===== src/rtl/full_adder_if.sv =====
// Operand/result bundle for the registered ripple-carry adder.
// The master drives operands; the adder (slave) returns the registered result.
interface full_adder_if #(
    parameter int WIDTH = 1
);
    logic             in_valid;
    logic [WIDTH-1:0] a;
    logic [WIDTH-1:0] b;
    logic             cin;
    logic             out_valid;
    logic [WIDTH-1:0] sum;
    logic             cout;
    logic             ovf;

    modport master (
        output in_valid, a, b, cin,
        input  out_valid, sum, cout, ovf
    );

    modport slave (
        input  in_valid, a, b, cin,
        output out_valid, sum, cout, ovf
    );
endinterface


===== src/rtl/full_adder.sv =====
// Registered ripple-carry adder: a chain of 1-bit full-adder cells computing
// {cout, sum} = a + b + cin, plus signed overflow, with one clock of latency.
module full_adder #(
    parameter int WIDTH = 1
) (
    input  logic         clk,
    input  logic         rst_n,
    full_adder_if.slave  bus
);
    logic [WIDTH:0]   carry;
    logic [WIDTH-1:0] sum_next;

    assign carry[0] = bus.cin;

    for (genvar i = 0; i < WIDTH; i++) begin : g_cell
        assign sum_next[i]  = bus.a[i] ^ bus.b[i] ^ carry[i];
        assign carry[i+1]   = (bus.a[i] & bus.b[i]) | (carry[i] & (bus.a[i] ^ bus.b[i]));
    end

    // Result registers hold their value across idle cycles; only the
    // valid flag tracks in_valid edge by edge.
    always_ff @(posedge clk or negedge rst_n) begin
        if (!rst_n) begin
            bus.out_valid <= 1'b0;
            bus.sum       <= '0;
            bus.cout      <= 1'b0;
            bus.ovf       <= 1'b0;
        end else begin
            // NOTE: non-blocking assignments so every register samples pre-edge values.
            bus.out_valid <= bus.in_valid;
            if (bus.in_valid) begin
                bus.sum  <= sum_next;
                bus.cout <= carry[WIDTH];
                bus.ovf  <= carry[WIDTH] ^ carry[WIDTH-1];
            end
        end
    end
endmodule


===== src/flat_wrapper.sv =====
// flat-port wrapper written by rule: the top's interface ports become plain ports
module full_adder_flat 
#(
    parameter int WIDTH = 1
)
  (clk, rst_n, bus_in_valid, bus_a, bus_b, bus_cin, bus_out_valid, bus_sum, bus_cout, bus_ovf);
  full_adder_if #(.WIDTH(WIDTH)) bus_i ();
  input  logic clk;
  input  logic rst_n;
  input wire logic [$bits(bus_i.in_valid)-1:0] bus_in_valid;
  input wire logic [$bits(bus_i.a)-1:0] bus_a;
  input wire logic [$bits(bus_i.b)-1:0] bus_b;
  input wire logic [$bits(bus_i.cin)-1:0] bus_cin;
  output wire logic [$bits(bus_i.out_valid)-1:0] bus_out_valid;
  output wire logic [$bits(bus_i.sum)-1:0] bus_sum;
  output wire logic [$bits(bus_i.cout)-1:0] bus_cout;
  output wire logic [$bits(bus_i.ovf)-1:0] bus_ovf;
  assign bus_i.in_valid = bus_in_valid;
  assign bus_i.a = bus_a;
  assign bus_i.b = bus_b;
  assign bus_i.cin = bus_cin;
  assign bus_out_valid = bus_i.out_valid;
  assign bus_sum = bus_i.sum;
  assign bus_cout = bus_i.cout;
  assign bus_ovf = bus_i.ovf;
  full_adder #(.WIDTH(WIDTH)) u_core (.clk(clk), .rst_n(rst_n), .bus(bus_i));
endmodule

===== config.mk =====
export PLATFORM = sky130hd
export DESIGN_NAME = full_adder_flat
export DESIGN_NICKNAME = d
export VERILOG_FILES = /design/src/rtl/full_adder_if.sv /design/src/rtl/full_adder.sv /design/src/flat_wrapper.sv
export SDC_FILE = /design/constraint.sdc
export NUM_CORES = 1
export LEC_CHECK = 0
export ABC_AREA = 1
export CORE_AREA = 2 2 39 41
export CTS_CLUSTER_DIAMETER = 120
export CTS_CLUSTER_SIZE = 10
export DETAILED_ROUTE_END_ITERATION = 12
export DIE_AREA = 0 0 41 43
export HOLD_SLACK_MARGIN = 0.12
export PLACE_DENSITY = 0.35
export SLEW_MARGIN = 20
export SYNTH_ARGS = -nofsm -noshare
export SYNTH_HDL_FRONTEND = slang
export SYNTH_SLANG_ARGS = --single-unit

===== constraint.sdc =====
create_clock -name clk -period 1.16 [get_ports clk]
set_clock_uncertainty 0.1 [all_clocks]
set_input_delay 0.232 -clock clk [delete_from_list [all_inputs] [get_ports clk]]
set_output_delay 0.232 -clock clk [all_outputs]
set_load 0.02 [all_outputs]

After elaboration in Yosys (flattened, before gate mapping)

Cells that the tools add are included.

RAM bits: 0
Bits in read-only memories: 0
Input port bits: 6
Output and inout bits: 4
Memories kept: 0
Word-level logic and storage cells: 10
Bits in latches: 0
Flip-flop bits (word level): 4

Reductions and logical operators: 0
Shift operators: 0
$lt $le $gt $ge: 0
Add/subtract/negate cells: 0
Multipliers: 0
Mux-type cells: 0
Bitwise operators: 6
Divide/modulo/power cells: 0
Eq/ne operators: 0

Operator list:

| cell        | number |
|---|---|
| $xor 1x1->1 | 3 |
| $and 1x1->1 | 2 |
| $or 1x1->1  | 1 |

Logic depth before layout (Yosys ltp)

Gate-level depths: netlist (run 1).

Depth after elaboration: 4
Gate-level depth with buffers: 5
Mapped depth without buffers: 5

Least setup slack after synthesis (run 1)

No wires, ideal clock.

Path type: input port to flip-flop
Start: input port bus_cin
End: register u_core.bus.ovf
Arrival time: 0.861 ns
Buffers on the path: 0
Library setup time: 0.117 ns
Slack: 0.081 ns
Cell stages on the path: 5
Cell sequence: fa_1 inv_1 nand2_1 nand3_1 nand2_1

Word-level cells in the longest chain between the ends: 3

RTL lines:

| element              | RTL line            | source |
|---|---|---|
| from (decl)          | flat_wrapper.sv:13  | `input wire logic [$bits(bus_i.cin)-1:0] bus_cin;` |
| $and 1x1->1          | full_adder.sv:17    | `assign carry[i+1] = (bus.a[i] & bus.b[i]) \| (carry[i] & (bus.a[i] ^ bus.b[i]));` |
| $or 1x1->1           | full_adder.sv:17    |  |
| $xor 1x1->1 (*)      | full_adder.sv:34    | `bus.ovf <= carry[WIDTH] ^ carry[WIDTH-1];` |
| to (signal assigned) | full_adder.sv:34    |  |
| to (decl)            | full_adder_if.sv:22 | `output out_valid, sum, cout, ovf` |

Every way passes the cells marked *; elsewhere a longest branch is shown, timed or not.
A chain may end at the register's enable or synchronous reset.

Worst setup path in the final report (run 1)

Start: register u_core.bus.ovf
End: output port bus_ovf

RTL lines:

| element   | RTL line           | source |
|---|---|---|
| to (decl) | flat_wrapper.sv:17 | `output wire logic [$bits(bus_i.ovf)-1:0] bus_ovf;` |

No word-level cell between the ends.

==> impl_results.md, run 1 <==
* Fmax at 917.9 MHz
* Fin. Hold Viols at 0
* Buf+Inv Stages, Crit Path at 1
* Unrepaired setup endpoints after global routing: no
* Power share of the clock group at 0.391
* Pre-antenna DRT Iters at 4
* Setup slack after layout at 0.07055 ns
* Worst path cell trace: buf_2
* Avg Cell Area, Syn at 9.523 sq um
* IO buf count at 9
* Sequential Power Share at 0.368
* Residual DRC at 0
* Fin crit share at 0.9392
* Leading area contributor after synthesis: dfrtp_1
* CP top delay family: flip-flops
* GRT overflow at 0
* Compound-cell area share of the yosys netlist at 0.02920
* Yosys top cell area share at 0.5839
* Count of pins over their slew limit at 0
* Pleak at approximately 0.17 nW
* FP Rows at 14
* Outcome: finished, final reports clean
* Crit path largest cell delay at between 0.3 and 0.4 ns
* Avg Vias per Cell at 3.216
* Area delta synth->final at 91.24%
* Ratio of cells with drive above 1 in the final layout at 0.4286
* Pin count of the biggest net entering global routing at 5
* CTS Sinks at 4
* Max-cap viol count at 0
* Largest family of logic cells by synthesized area: simple AND/OR/NAND/NOR gates
* Clock Path Buffers at 2
* Post-route antenna net violation count at 0
* Setup_tns at 0 ns
* CTS tree: done
* Pre-CTS setup slack at -0.4583 ns
* YS warnings at 0
* Drt total wl at 390 um
* EDFF count, synth at 0
* Wirelength per Cell at 7.647 um
* Cell total after placement at 47
* Post-CTS Setup Bufs at 0
* Post-synthesis xor/xnor area fraction at 0
* Ranking of synthesized cells by area: dfrtp_1, nand2_1, fa_1
* Mapped Area at 171.4 sq um
* Post-Synth Adder-Cell Area at 0.1168
* Top-count cell post-synth: nand2_1
* Flop and latch count out of synthesis at 4
* Core Footprint at 1384 sq um
* Sw Pwr at 0.1148 mW
* Yosys cell types at 7
* Crit path max fanout at 2
* Tot GR Track Use at 0.06747
* R2R setup slack at 0.36 ns
* Register area share after synthesis at 0.5839
* Simple-gate share of the synthesized area at 0.2044
* Peak supply drop at 282.0 uV
* Final Cell Area at 327.8 sq um
* Root Buffer: clkbuf_4
* Initial antenna violation count at 0
* Worst-path clk slew at 0.04 ns
* CTS buffer count at 3
* Pwr dens at 1339 nW/um^2
* Worst-case hold slack at between 0.4 and 0.5 ns
* Die Ht at 43 um
* Worst-case headroom to the max-slew limit at 0.8749
* DIE WIDTH at just over 40 um
* Main synth FF type: dfrtp_1
* Post-Syn Instances at 18
* # H-tree levels at 1
* Via Count at between 150 and 200
* Vias in the first global route at 174
* Initial core utilization at 0.1239
* # diodes at 0
* Top post-synthesis cells by count: nand2_1, dfrtp_1, inv_1
* Gp weighted congestion at 0.6279
* CP Data Required Time at around 0.83 ns
* DIE AREA at 1763 sq um
* Asr flop ratio synth at 1.000
* Worst Hold Class: register to register
* Cell Int Power at 0.3242 mW
* Power share of the combinational group at 0.242
* Area after DPL at 311.5 sq um
* Switching Share at 0.2616
* Boundary Pins at 10
* Worst setup EP type: output port
* First-pass GRT wire length at between 600 and 700 um
* Crit path launch type: register
* Fin nets at between 40 and 50
* Worst EP arrival at 0.76 ns
* Clk_lat worst skew at 0.23 ns
* Crit Path Category: register to output port
* Worst path slowest cell: dfrtp_1
* Final cell count without fillers at 51
* Post-Syn Nets at 25
* Mux share of post-synthesis cell area at 0
* Initial DRC count at 5
* Pin slew with the least headroom to its limit at 0.1871 ns
* Tmin final at 1.089 ns
* Hpwl dp at 291.4 um
* Final setup vio count at 0
## registers in the layout (all words and copies together), names as in the netlist
| name | count |
|---|---|
| u_core.bus.out_valid | 1 |
| u_core.bus.cout | 1 |
| u_core.bus.ovf | 1 |
| u_core.bus.sum | 1 |
## through the flow
step                  util  power, mW
floorplan                -     0.2041
global placement    0.2251     0.2825
detailed placement  0.2251     0.2826
CTS                 0.2333     0.4481
global route        0.2369     0.4775
finish              0.2369     0.4391
## final timing paths
kind | end | depth (start not counted) | start
hold reg to reg | u_core.bus.sum | 3 | u_core.bus.sum
setup reg to reg | u_core.bus.cout | 3 | u_core.bus.cout
setup / recovery | bus_ovf | 1 | u_core.bus.ovf
max in group asynchronous | u_core.bus.ovf | 2 | rst_n
min in group asynchronous | u_core.bus.out_valid | 2 | rst_n
hold / removal | u_core.bus.sum | 3 | u_core.bus.sum
## logic make-up (layout without fill, tap and decap cells)
| family | Yosys count | in the layout |
|---|---|---|
| flops | 4 | 4 |
| buf+inv | 3 | 20 |
| fa+ha+maj | 1 | 1 |
| simple gates | 9 | 9 |
| compound gates | 1 | 1 |
## layer usage
layer,vias to the layer above,share of wire,global-route usage
met4,0,0.044,0.1000
met1,61,0.42,0.07468
met5,-,0,0
li1,89,-,-
met2,12,0.37,0.06250
met3,2,0.17,0.04712
## power groups by stage
| stage | combinational (mW) | sequential, mW | clock [mW] |
|---|---|---|---|
| after global routing | 0.120 | 0.164 | 0.194 |
| after global placement | 0.119 | 0.164 | 0 |
| after floorplan | 0.0211 | 0.183 | 0 |
| after CTS | 0.105 | 0.162 | 0.181 |
| after detailed placement | 0.118 | 0.164 | 0 |
| final | 0.106 | 0.161 | 0.172 |
## what timing repair did
| action | CTS | global route |
|---|---|---|
| hold buffers | 1 | 0 |
| pin swaps | 1 | 1 |
| resized for setup | 21 | 1 |
| hold endpoints to repair | 4 | 0 |
| setup endpoints to repair | 7 | 1 |
## placed cells by master (no fill, tap or decap)
cell type / netlist / final
nand2_1: 8 / 8
buf_2: 0 / 4
buf_4: 0 / 4
dfrtp_1: 4 / 4
clkbuf_4: 0 / 3
dlygate4sd2_1: 0 / 3
inv_2: 1 / 2
clkdlybuf4s50_1: 0 / 2
inv_1: 2 / 1
nand3_2: 0 / 1
o21ai_1: 1 / 1
fa_2: 0 / 1
dlygate4sd3_1: 0 / 1
## area by class of cell
type	instances	area (sq um)
inverter	3	11.26
clock buffer	3	22.52
sequential	4	100.1
fill	156	1056
multi-input combinational	11	67.56
tap	16	20.02
timing repair buffer	14	106.4
Power figures use the tool's default switching activity.
==> inputs of run 2 (changes only) <==
==> constraint.sdc (replaced) <==
create_clock -name clk -period 1.2 [get_ports clk]
set_clock_uncertainty 0.1 [all_clocks]
set_input_delay 0.24 -clock clk [delete_from_list [all_inputs] [get_ports clk]]
set_output_delay 0.24 -clock clk [all_outputs]
set_load 0.02 [all_outputs]
==> run 2 against run 1 <==
Core utilization fell by 0.36 points. Clock power fell by 5%. Global-route usage fell by 0.59 points. First-iteration DRC count fell by 100%. Sequential share of layout area rose by 0.47 points. Critical endpoint is now u_core.bus.ovf. Largest cell class unchanged.
==> impl_results.md, run 2 (synthesis gave the netlist of run 1 again) <==
* Outcome: finished, final reports clean
* Crit path top cell by count: nand2_1
* Final Power at 0.4199 mW (-4.4%)
* DIE WIDTH at 41 um (unchanged)
* Fmax at 905.9 MHz
* Worst r2r path cells at 3 (unchanged)
* Clk_lat worst skew at 0.23 ns (about the same)
* Wirelength per Cell at 7.255 um (-5.1%)
* Worst EP arrival at 1.12 ns (+0.36 ns)
* Worst path cell trace: dlygate4sd2_1 -> fa_2 -> inv_2 -> nand2_1 -> nand3_1 -> nand2_1
* Pin slew with the least headroom to its limit at 0.1771 ns (-0.009957 ns)
* Worst Hold Class: primary input to register
* Final Cell Area at 322.8 sq um (-1.5%)
* Crit path largest cell delay at 0.40 ns (+0.04 ns)
* Avg Vias per Cell at 3.314 (+3.0%)
* Gp weighted congestion at 0.6267 (-0.19%)
* Fin crit share at 0.9199
* CTS buffer count at 3 (unchanged)
* Critical R2R Launch: u_core.bus.cout
* Most common cell after layout, fill and taps aside: nand2_1
* Initial antenna violation count at 0 (unchanged)
* # H-tree levels at 1 (unchanged)
* Vias in the first global route at 177 (+1.7%)
* R2R setup slack at 0.40 ns (+0.04 ns)
* Clock Path Buffers at 2 (unchanged)
* Drt total wl at 370 um (-5.1%)
* Max-cap viol count at 0 (unchanged)
* Filler cell count at 157 (+0.64%)
* GRT overflow at 0 (unchanged)
* Worst Hold Depth at 4 (+1)
* CTS Sinks at 4 (unchanged)
* Most frequent cells in the layout: nand2_1, buf_2, buf_4, dfrtp_1
* Pleak at 0.1709 nW (-1.2%)
* Die Ht at 43 um (unchanged)
* DIE AREA at 1763 sq um (unchanged)
* Core Footprint at 1384 sq um (unchanged)
* Unrepaired setup endpoints after global routing: no
* Pin count of the biggest net entering global routing at 5 (unchanged)
* CTS tree: done
* Worst setup EP type: register
* Setup_tns at 0 ns (unchanged)
* Post-layout util at 0.2333 (-0.003617)
* FP Rows at 14 (unchanged)
* First-pass GRT wire length at 614 um (-7.3%)
* Peak supply drop at 264.5 uV (-6.2%)
* Fin. Hold Viols at 0 (unchanged)
* Final setup vio count at 0 (unchanged)
* Via Count at 169 (+3.0%)
* Crit path max fanout at 2 (unchanged)
* Area delta synth->final at 88.32%
* Worst-path clk slew at 0.04 ns (about the same)
* Crit Path Category: primary input to register
* # diodes at 0 (unchanged)
* Pre-antenna DRT Iters at 1 (-3)
* CP Data Required Time at 1.22 ns (+0.39 ns)
* Area after DPL at 311.5 sq um (unchanged)
* Initial DRC count at 0 (-5)
* Reg2reg end: u_core.bus.cout
* Tmin final at ~1.1 ns
* Residual DRC at 0 (unchanged)
* Fin nets at 44 (unchanged)
* Worst path slowest cell: fa_2
* Hold path start: bus_b
* Crit path launch type: primary input
* Initial core utilization at 0.1239 (unchanged)
* Root Buffer: clkbuf_4
* Pwr dens at 1301 nW/um^2 (-2.9%)
* Worst-case headroom to the max-slew limit at 0.8815 (+0.006659)
* Post-route antenna net violation count at 0 (unchanged)
* Hold Crit Endpoint: u_core.bus.sum
* Post-CTS Setup Bufs at 0 (unchanged)
* Ratio of cells with drive above 1 in the final layout at 0.4000 (-0.02857)
* Boundary Pins at 10 (unchanged)
* Tot GR Track Use at 0.06162 (-0.005856)
* IO buf count at 9 (unchanged)
* Count of pins over their slew limit at 0 (unchanged)
-- run 2: cell types whose count changed in the layout (fill, tap and decap cells not counted) --
cell     change
nand3_1      +1
nand3_2      -1
-- run 2: how the worst max path moves through the flow --
| stage | from | to | slack [ns] | cells past startpoint |
|---|---|---|---|---|
| after CTS | u_core.bus.out_valid | bus_out_valid | 0.03 | 1 |
| after global placement | bus_cin | u_core.bus.ovf | -0.41 | 6 |
| after global routing | bus_cin | u_core.bus.ovf | 0.03 | 6 |
| final | bus_cin | u_core.bus.ovf | 0.1 | 6 |
| after detailed placement | bus_cin | u_core.bus.ovf | -0.43 | 6 |
| after floorplan | bus_cin | u_core.bus.ovf | 0.11 | 5 |
-- run 2: layer usage --
metal / GRT usage / share of wire / vias up
li1: - / - / 91
met3: 0.06806 / 0.19 / 0
met2: 0.06563 / 0.42 / 10
met4: 0.06000 / 0 / 0
met1: 0.05902 / 0.39 / 68
met5: 0 / 0 / -
-- run 2: report_power, final --
| group | switching [mW] | leakage [nW] | total [mW] | internal (mW) |
|---|---|---|---|---|
| Clock | 0.0522 | 0.0138 | 0.164 | 0.112 |
| Combinational | 0.0493 | 0.109 | 0.100 | 0.0507 |
| Sequential | 0.00593 | 0.0480 | 0.156 | 0.150 |
-- run 2: cell type report --
cell class | instances | area (sq um) | area share
repair buffers | 14 | 106.4 | 0.3295
flip-flops and latches | 4 | 100.1 | 0.3101
multi-input cells | 11 | 62.56 | 0.1938
clock buffers | 3 | 22.52 | 0.06977
well taps | 16 | 20.02 | 0.06202
inverters | 3 | 11.26 | 0.03488
-- run 2: repair_timing --
item,in CTS,in global routing
pin swaps,2,0
setup endpoints to repair,7,1
hold buffers,1,0
resized for setup,20,1
hold endpoints to repair,4,0
-- run 2: critical path, delay by kind of cell --
kind                       cells  cell delay (ns)
buffers and inverters          2             0.33
and+or+nand+nor                3             0.16
adders and majority gates      1             0.40
-- run 2: per-stage QoR --
stage,hold slack (ns),cells,worst slack (ns)
5_1_grt,0.4650,51,0.03275
6_report,0.4409,51,0.09611
3_3_place_gp,0.3575,47,-0.4104
4_1_cts,0.4398,51,0.02763
2_1_floorplan,-0.1556,18,0.1132
3_5_place_dp,0.3526,47,-0.4262
